[src/rtl/float_pkg.sv]
// Shared widths, field helpers and constants for the floating-point add/sub pipeline.
package float_pkg;

  // Cycles from in_valid being sampled to out_valid.
  localparam int unsigned LAT = 5;

  // Flag vector layout {invalid, overflow, underflow, zero}.
  localparam int unsigned FLAG_W         = 4;
  localparam int unsigned FLAG_INVALID   = 3;
  localparam int unsigned FLAG_OVERFLOW  = 2;
  localparam int unsigned FLAG_UNDERFLOW = 1;
  localparam int unsigned FLAG_ZERO      = 0;

  // Special-value outcome resolved at unpack and carried to the output stage.
  typedef enum logic [1:0] {
    SpNone,
    SpInf,
    SpNan
  } special_e;

  // Extract a field of 'width' bits at 'lsb' from a word of up to 64 bits.
  function automatic logic [63:0] get_field(logic [63:0] word, int unsigned lsb,
                                            int unsigned width);
    return (word >> lsb) & ((64'd1 << width) - 64'd1);
  endfunction

  // Quiet NaN {0, all-ones exponent, mantissa msb set, rest zero}.
  function automatic logic [63:0] qnan_word(int unsigned exp_w, int unsigned man_w);
    return (((64'd1 << exp_w) - 64'd1) << man_w) | (64'd1 << (man_w - 1));
  endfunction

endpackage

[src/rtl/float_lzc.sv]
// Combinational leading-zero counter; an all-zero input returns WIDTH.
module float_lzc #(
  parameter int unsigned WIDTH = 25,
  parameter int unsigned CNT_W = $clog2(WIDTH + 1)
) (
  input  logic [WIDTH-1:0] in_i,
  output logic [CNT_W-1:0] cnt_o
);

  // Scan upward so the highest set bit is the last to write the count.
  always_comb begin
    cnt_o = CNT_W'(WIDTH);
    for (int i = 0; i < WIDTH; i++) begin
      if (in_i[i]) cnt_o = CNT_W'(WIDTH - 1 - i);
    end
  end

endmodule

[src/rtl/float_addsub_pipe.sv]
// Pipelined floating-point adder/subtractor, one op per cycle, fixed latency LAT.
// Define FLOAT_ADDSUB_RNE_EN for round-to-nearest-even; otherwise results truncate.
module float_addsub_pipe
  import float_pkg::*;
#(
  parameter int unsigned EXP_W = 8,
  parameter int unsigned MAN_W = 23
) (
  input  logic                   clk,
  input  logic                   rst,
  input  logic                   in_valid,
  input  logic                   op,
  input  logic [EXP_W+MAN_W:0]   a,
  input  logic [EXP_W+MAN_W:0]   b,
  output logic                   out_valid,
  output logic [EXP_W+MAN_W:0]   res,
  output logic [FLAG_W-1:0]      flags
);

  localparam int unsigned W      = 1 + EXP_W + MAN_W;
  localparam int unsigned SIG_W  = MAN_W + 1;        // hidden bit + mantissa
  localparam int unsigned EXT_W  = MAN_W + 4;        // significand + guard/round/sticky
  localparam int unsigned SUM_W  = MAN_W + 5;        // EXT_W plus carry
  localparam int unsigned WIDE_W = SIG_W + MAN_W + 3;
  localparam int unsigned LZ_W   = MAN_W + 2;
  localparam int unsigned CNT_W  = $clog2(LZ_W + 1);
  localparam int unsigned XE_W   = EXP_W + 2;        // signed working exponent
  localparam logic [EXP_W-1:0] EXP_ONES = '1;
  localparam logic [W-1:0]     QNAN     = W'(qnan_word(EXP_W, MAN_W));

  typedef struct packed {
    logic bsgn; logic ssgn;
    logic [EXP_W-1:0] bexp; logic [EXP_W-1:0] sexp;
    logic [SIG_W-1:0] bsig; logic [SIG_W-1:0] ssig;
    special_e sp; logic isgn;
  } s1_t;
  typedef struct packed {
    logic bsgn; logic ssgn; logic [EXP_W-1:0] bexp;
    logic [EXT_W-1:0] bext; logic [EXT_W-1:0] sext;
    special_e sp; logic isgn;
  } s2_t;
  typedef struct packed {
    logic sgn; logic zero; logic [EXP_W-1:0] bexp; logic [SUM_W-1:0] sum;
    special_e sp; logic isgn;
  } s3_t;
  typedef struct packed {
    logic sgn; logic zero; logic [XE_W-1:0] exp; logic [EXT_W-1:0] mant;
    special_e sp; logic isgn;
  } s4_t;

  logic [LAT-1:0]    v_q;
  logic [W-1:0]      in_a_q, in_b_q;
  logic              in_op_q;
  s1_t               s1_d, s1_q;
  s2_t               s2_d, s2_q;
  s3_t               s3_d, s3_q;
  s4_t               s4_d, s4_q;
  logic              out_valid_q;
  logic [W-1:0]      res_d, res_q;
  logic [FLAG_W-1:0] flags_d, flags_q;

  // S1: unpack, flush exp==0 to zero, apply op to b's sign, order by magnitude.
  logic             a_sgn, b_sgn, a_zero, b_zero, a_nan, b_nan, a_inf, b_inf, swap;
  logic [EXP_W-1:0] a_exp, b_exp;
  logic [MAN_W-1:0] a_man, b_man;
  logic [SIG_W-1:0] a_sig, b_sig;
  always_comb begin
    a_sgn  = in_a_q[W-1];
    b_sgn  = in_b_q[W-1] ^ in_op_q;
    a_exp  = EXP_W'(get_field(64'(in_a_q), MAN_W, EXP_W));
    b_exp  = EXP_W'(get_field(64'(in_b_q), MAN_W, EXP_W));
    a_man  = MAN_W'(get_field(64'(in_a_q), 0, MAN_W));
    b_man  = MAN_W'(get_field(64'(in_b_q), 0, MAN_W));
    a_zero = (a_exp == '0);
    b_zero = (b_exp == '0);
    a_sig  = a_zero ? '0 : {1'b1, a_man};
    b_sig  = b_zero ? '0 : {1'b1, b_man};
    a_nan  = (a_exp == EXP_ONES) && (a_man != '0);
    b_nan  = (b_exp == EXP_ONES) && (b_man != '0);
    a_inf  = (a_exp == EXP_ONES) && (a_man == '0);
    b_inf  = (b_exp == EXP_ONES) && (b_man == '0);
    swap   = {b_exp, b_sig} > {a_exp, a_sig};
    s1_d      = '0;
    s1_d.bsgn = swap ? b_sgn : a_sgn;
    s1_d.ssgn = swap ? a_sgn : b_sgn;
    s1_d.bexp = swap ? b_exp : a_exp;
    s1_d.sexp = swap ? a_exp : b_exp;
    s1_d.bsig = swap ? b_sig : a_sig;
    s1_d.ssig = swap ? a_sig : b_sig;
    if (a_nan || b_nan || (a_inf && b_inf && (a_sgn != b_sgn))) s1_d.sp = SpNan;
    else if (a_inf || b_inf)                                    s1_d.sp = SpInf;
    else                                                        s1_d.sp = SpNone;
    s1_d.isgn = a_inf ? a_sgn : b_sgn;
  end

  // S2: align the smaller significand, folding shifted-out bits into sticky.
  logic [EXP_W-1:0]  d;
  logic [WIDE_W-1:0] wide;
  always_comb begin
    d    = s1_q.bexp - s1_q.sexp;
    wide = {s1_q.ssig, {(MAN_W + 3){1'b0}}} >> d;
    s2_d      = '0;
    s2_d.bsgn = s1_q.bsgn;
    s2_d.ssgn = s1_q.ssgn;
    s2_d.bexp = s1_q.bexp;
    s2_d.bext = {s1_q.bsig, 3'b000};
    // Past the sticky position the whole small operand becomes sticky.
    if (32'(d) >= 32'(MAN_W + 3)) s2_d.sext = {{(SIG_W + 2){1'b0}}, |s1_q.ssig};
    else                          s2_d.sext = {wide[WIDE_W-1:MAN_W+1], |wide[MAN_W:0]};
    s2_d.sp   = s1_q.sp;
    s2_d.isgn = s1_q.isgn;
  end

  // S3: add or subtract magnitudes; exact cancellation yields +0.
  logic eff_sub;
  always_comb begin
    eff_sub   = s2_q.bsgn ^ s2_q.ssgn;
    s3_d      = '0;
    s3_d.sum  = eff_sub ? ({1'b0, s2_q.bext} - {1'b0, s2_q.sext})
                        : ({1'b0, s2_q.bext} + {1'b0, s2_q.sext});
    s3_d.zero = (s3_d.sum == '0);
    s3_d.sgn  = (s3_d.zero && eff_sub) ? 1'b0 : s2_q.bsgn;
    s3_d.bexp = s2_q.bexp;
    s3_d.sp   = s2_q.sp;
    s3_d.isgn = s2_q.isgn;
  end

  // S4: normalise, either one right shift on carry or a left shift by the lzc.
  logic [CNT_W-1:0] lzc;
  float_lzc #(.WIDTH(LZ_W)) u_lzc (
    .in_i  (s3_q.sum[SUM_W-2:2]),
    .cnt_o (lzc)
  );
  always_comb begin
    s4_d      = '0;
    s4_d.sgn  = s3_q.sgn;
    s4_d.zero = s3_q.zero;
    if (s3_q.sum[SUM_W-1]) begin
      s4_d.mant = {s3_q.sum[SUM_W-1:2], |s3_q.sum[1:0]};
      s4_d.exp  = XE_W'(s3_q.bexp) + XE_W'(1);
    end else begin
      s4_d.mant = s3_q.sum[EXT_W-1:0] << lzc;
      s4_d.exp  = XE_W'(s3_q.bexp) - XE_W'(lzc);
    end
    s4_d.sp   = s3_q.sp;
    s4_d.isgn = s3_q.isgn;
  end

  // S5: round, range-check the exponent, apply special values; hold when idle.
  logic             rup;
  logic [SIG_W:0]   rnd;
  logic [XE_W-1:0]  exp_r;
  logic [MAN_W-1:0] man_f;
`ifdef FLOAT_ADDSUB_RNE_EN
  assign rup = s4_q.mant[2] & (s4_q.mant[1] | s4_q.mant[0] | s4_q.mant[3]);
`else
  logic unused_grs;
  assign rup        = 1'b0;
  assign unused_grs = ^s4_q.mant[2:0];
`endif
  always_comb begin
    rnd     = {1'b0, s4_q.mant[EXT_W-1:3]} + (SIG_W + 1)'(rup);
    exp_r   = s4_q.exp + XE_W'(rnd[SIG_W]);
    man_f   = rnd[SIG_W] ? rnd[MAN_W:1] : rnd[MAN_W-1:0];
    res_d   = res_q;
    flags_d = flags_q;
    if (v_q[LAT-1]) begin
      flags_d = '0;
      if (s4_q.sp == SpNan) begin
        res_d                 = QNAN;
        flags_d[FLAG_INVALID] = 1'b1;
      end else if (s4_q.sp == SpInf) begin
        res_d = {s4_q.isgn, EXP_ONES, {MAN_W{1'b0}}};
      end else if (s4_q.zero) begin
        res_d              = {s4_q.sgn, {(W - 1){1'b0}}};
        flags_d[FLAG_ZERO] = 1'b1;
      end else if (!exp_r[XE_W-1] && (exp_r >= {2'b00, EXP_ONES})) begin
        res_d                  = {s4_q.sgn, EXP_ONES, {MAN_W{1'b0}}};
        flags_d[FLAG_OVERFLOW] = 1'b1;
      end else if (exp_r[XE_W-1] || (exp_r == '0)) begin
        res_d                   = {s4_q.sgn, {(W - 1){1'b0}}};
        flags_d[FLAG_UNDERFLOW] = 1'b1;
        flags_d[FLAG_ZERO]      = 1'b1;
      end else begin
        res_d = {s4_q.sgn, exp_r[EXP_W-1:0], man_f};
      end
    end
  end

  // Valid chain and output registers; the only reset state.
  always_ff @(posedge clk or posedge rst) begin
    if (rst) begin
      v_q         <= '0;
      out_valid_q <= 1'b0;
      res_q       <= '0;
      flags_q     <= '0;
    end else begin
      v_q         <= {v_q[LAT-2:0], in_valid};
      out_valid_q <= v_q[LAT-1];
      res_q       <= res_d;
      flags_q     <= flags_d;
    end
  end

  // Datapath registers advance every cycle regardless of valid.
  always_ff @(posedge clk) begin
    in_a_q  <= a;
    in_b_q  <= b;
    in_op_q <= op;
    s1_q    <= s1_d;
    s2_q    <= s2_d;
    s3_q    <= s3_d;
    s4_q    <= s4_d;
  end

  assign out_valid = out_valid_q;
  assign res       = res_q;
  assign flags     = flags_q;

endmodule

[config.mk]
export PLATFORM = sky130hd
export DESIGN_NAME = float_addsub_pipe
export DESIGN_NICKNAME = d
export VERILOG_FILES = /design/src/rtl/float_pkg.sv /design/src/rtl/float_lzc.sv /design/src/rtl/float_addsub_pipe.sv
export SDC_FILE = /design/constraint.sdc
export NUM_CORES = 1
export LEC_CHECK = 0
export BUFFER_PORTS_ARGS = -buffer_cell sky130_fd_sc_hd__buf_2
export CAP_MARGIN = 20
export CELL_PAD_IN_SITES_DETAIL_PLACEMENT = 0
export CELL_PAD_IN_SITES_GLOBAL_PLACEMENT = 1
export CORE_ASPECT_RATIO = 1.5
export CORE_UTILIZATION = 47
export CTS_CLUSTER_SIZE = 8
export DETAILED_ROUTE_END_ITERATION = 8
export PLACE_DENSITY_LB_ADDON = 0.05
export SLEW_MARGIN = 20
export SYNTH_ARGS = -nofsm -noshare
export SYNTH_HDL_FRONTEND = slang
export SYNTH_HIERARCHICAL = 1
export SYNTH_SLANG_ARGS = --single-unit
[constraint.sdc]
create_clock -name clk -period 4.6 [get_ports clk]
set_clock_uncertainty 0.2 [all_clocks]
set_input_delay 0.46 -clock clk [delete_from_list [all_inputs] [get_ports clk]]
set_output_delay 0.46 -clock clk [all_outputs]
set_load 0.005 [all_outputs]
==> qor.csv <==
stage;metric;value;unit
finish;mostFrequentLayoutCells;dfxtp_1 (277), nor2_1 (135), nand2_1 (135), a21oi_1 (106), buf_2 (104);
logic_synthesis;synth_flop_cell;dfxtp_1;
finish;num-nets-final;2227;
routing;drc;0;
grt;antenna_found_initial;0;
clocking;clockBufferDepth;3;
grt;track_usage;29.3;%
clocking;clkSlewWorstSetupHoldPaths;0.05;ns
critical_path;cp.buffers_inverters;0;
power_and_ir_drop;leakage;8.63;nW
critical_path;critPathLaunchType;flop;
finish;n_antenna_cell;0;
critical_path;reg2reg_setup_slack;0.17;ns
logic_synthesis;syn_inst;1878;
routing;drt-initial-drc-count;760;
logic_synthesis;async_flop_share;13.2;%
routing;drt-total-wl;53.2;mm
critical_path;critPathArrivalTime;4.67;ns
critical_path;max_stage_delay;0.56;ns
run;cap_violations;0;
die;num_rows;84;
power_and_ir_drop;vdd_drop_max;300;uV
timing;slew_violations;0;
logic_synthesis;synthTopCellsByArea;dfxtp_1 (33%), ha_1 (7.0%), dfrtp_1 (6.3%), mux2i_1 (5.2%), o211ai_1 (3.5%);
routing;final_antenna_net_count;0;
finish;syn_to_final_growth;20.0;%
power_and_ir_drop;powerDensity;639;nW/um2
logic_synthesis;yosysSeqAreaShare;39.2;%
routing;dr.pass1.iters;5;
timing;fin_tns_setup;0;ns
finish;fillers;3235;
grt;grt_pass1_wl;81.2;mm
logic_synthesis;synth_enable_flop_cells;0;
place;io_buffer_count;104;
timing;period_needed;4.43;ns
critical_path;crit_type;reg2reg;
finish;fin_area;20200;um2
place;place_area;18200;um2
min_path;hp-class;reg2reg;
die;die-area;36500;um2
clocking;cts_tree;yes;
logic_synthesis;ys_warn_count;6;
timing;setup_viol;0;
critical_path;r2r_end;s3_q[40];
timing;relSlewSlack;30.0;%
critical_path;reg2regPathDepth;11;
critical_path;crit_required;4.84;ns
logic_synthesis;syn_area;16800;um2
power_and_ir_drop;pwr-share-comb;45.6;%
power_and_ir_drop;pwr-share-clk;23.5;%
timing;tightest_slew;1.05;ns
clocking;clk_latency;0.57;ns
routing;routed-via-count;14900;
critical_path;worstPathMaxFanout;4;
place;dp_hpwl;41.2;mm
critical_path;worst_path_most_repeated_cell;or4_1;
critical_path;slowest_stage;or4_1;
grt;grt_max_degree;69;
logic_synthesis;ys_types;81;
run_status;outcome;completed;
min_path;min_path_cells;0;
routing;vias_per_cell;5.83;
place;post-place-cells;2420;
finish;drive_gt1_share;13.7;%
clocking;postCtsSetupBuffers;0;
min_path;hold_start;s1_q[48];
critical_path;crit_chain;ha_1 > fa_1 > nor2b_1 > o211ai_1 > a211oi_1 > a2111oi_1 > xor2_1 > or4_1 > or4_1 > or4b_1 > o41a_1;
routing;routedWlPerCell;20.9;um
die;pin_count;105;
power_and_ir_drop;p_int;7.66;mW
timing;finalHoldViolCount;0;
finish;final_common_cell;dfxtp_1;
die;die_width;156;um
finish;final_cell_count_no_fill;2548;
min_path;hold_end;s2_q[54];
critical_path;r2r_start;s2_q[6];
clocking;cts_root_buf;clkbuf_16;
power_and_ir_drop;seq_power_share;30.9;%
power_and_ir_drop;p_sw_share;40.6;%
die;core-area;35100;um2
clocking;ctsHtreeMaxLevel;2;
timing;rsz0062_at_grt;false;
clocking;clkSinkCount;319;
critical_path;cp-end-kind;flop;
timing;max_clock_freq;226;MHz
clocking;numCtsBuffers;46;
timing;min_period_over_period;96.4;%
logic_synthesis;synth_top_area_share;33.0;%
logic_synthesis;synth-seq-cells;319;
grt;grt_pass1_vias;14700;
logic_synthesis;synth_nets;2043;
place;place.gp.congestion;1.00;
power_and_ir_drop;power.net_switching;5.23;mW
critical_path;cp_top_family;simple AND/OR/NAND/NOR gates;
power_and_ir_drop;total_power;12.9;mW
logic_synthesis;yosysTopAreaCell;dfxtp_1;
die;die_y;234;um
grt;grt_overflow_total;0;
finish;finish.utilization;57.5;%
die;initial_core_util;47.9;%
logic_synthesis;avgSynthCellArea;8.95;um2
-- metrics by stage --
step | setup slack (ns) | hold WS, ns
after floorplan | 0.481 | 0.110
after global placement | 0.210 | 0.111
after detailed placement | 0.109 | 0.112
after CTS | 0.0942 | 0.121
after global routing | 0.0158 | 0.122
final | 0.166 | 0.120
-- routing by layer --
| metal | wire length [um] | GRT usage, % | share of wire, % |
|---|---|---|---|
| met4 | 4120 | 21.6 | 7.8 |
| met3 | 1560 | 3.32 | 2.9 |
| met2 | 29600 | 59.2 | 56 |
| met1 | 17900 | 26.0 | 34 |
| met5 | 0 | 0 | 0 |
-- how the worst max path moves through the flow --
| stage | startpoint | to | slack [ns] | cells after the start |
|---|---|---|---|---|
| after floorplan | s2_q[7] | s3_q[40] | 0.48 | 11 |
| after global placement | s2_q[6] | s3_q[40] | 0.21 | 11 |
| after detailed placement | s2_q[6] | s3_q[40] | 0.11 | 11 |
| after CTS | s2_q[6] | s3_q[40] | 0.09 | 11 |
| after global routing | s2_q[6] | s3_q[40] | 0.02 | 11 |
| final | s2_q[6] | s3_q[40] | 0.17 | 11 |
-- worst register-to-register path, stage by stage, from the launching register on --
cell	delay, ns
dfxtp_1	0.31
ha_1	0.23
fa_1	0.39
nor2b_1	0.17
o211ai_1	0.37
a211oi_1	0.14
a2111oi_1	0.45
xor2_1	0.14
or4_1	0.56
or4_1	0.50
or4b_1	0.49
o41a_1	0.38
-- sequential cells by signal, indices dropped and copies added, names as in the netlist --
register	flops
s1_q	69
out_valid	1
v_q	5
flags	4
s4_q	38
s3_q	41
s2_q	64
in_op_q	1
in_a_q	32
res	32
in_b_q	32
-- logic make-up (layout without fill, tap and decap cells) --
kind of cell	count (synthesis)	after routing	share of synthesized area, %
buffers and inverters	202	399	4.54
AND/OR/NAND/NOR	583	583	17.2
flip-flops	319	319	39.2
XOR/XNOR	40	40	2.13
adder cells (fa/ha/maj)	98	98	7.41
AO/OA/AOI/OAI	522	522	21.6
multiplexers	114	114	7.86
-- cell usage after synthesis, drive strengths merged (6+ instances only) --
library cell	count
o21a	10
buf	19
nor4	39
mux2i	87
a21oi	106
nor2	135
nand2b	9
or3	33
nor3	42
mux4	13
a2111oi	7
a21o	18
o31ai	15
a211oi	61
xor2	17
xnor2	23
clkbuf	96
o22ai	12
o21ai	77
and2	33
dfrtp	42
and3	31
mux2	14
nand2	135
a22o	32
o21bai	6
inv	85
nor2b	23
a211o	28
nand3	54
nand4	28
a32oi	6
a31oi	7
ha	94
o211ai	78
dfxtp	277
-- timing repair --
| item | in CTS | in global routing |
|---|---|---|
| hold buffers | 67 | 0 |
| endpoints found under the setup margin | 0 | 1 |
| hold endpoints to repair | 75 | 0 |
| gates resized for setup | 0 | 2 |
-- power groups by stage --
stage | combinational [mW] | sequential [mW] | clock [mW]
global placement | 5.74 | 4.02 | 0
detailed placement | 5.76 | 4.04 | 0
floorplan | 3.90 | 3.84 | 0
finish | 5.87 | 3.99 | 3.03
global route | 6.40 | 4.06 | 3.20
CTS | 5.83 | 3.99 | 3.10
-- cell type report --
class | instances | area, um2 | share of cell area, %
Multi-Input combinational cell | 1357 | 9510 | 47.1
Sequential cell | 319 | 6600 | 32.7
Timing Repair Buffer | 251 | 1870 | 9.25
Clock buffer | 58 | 1220 | 6.03
Tap cell | 473 | 592 | 2.93
Inverter | 87 | 327 | 1.62
Clock inverter | 3 | 68.8 | 0.341
Note: power is estimated with default switching activity, not from simulation.
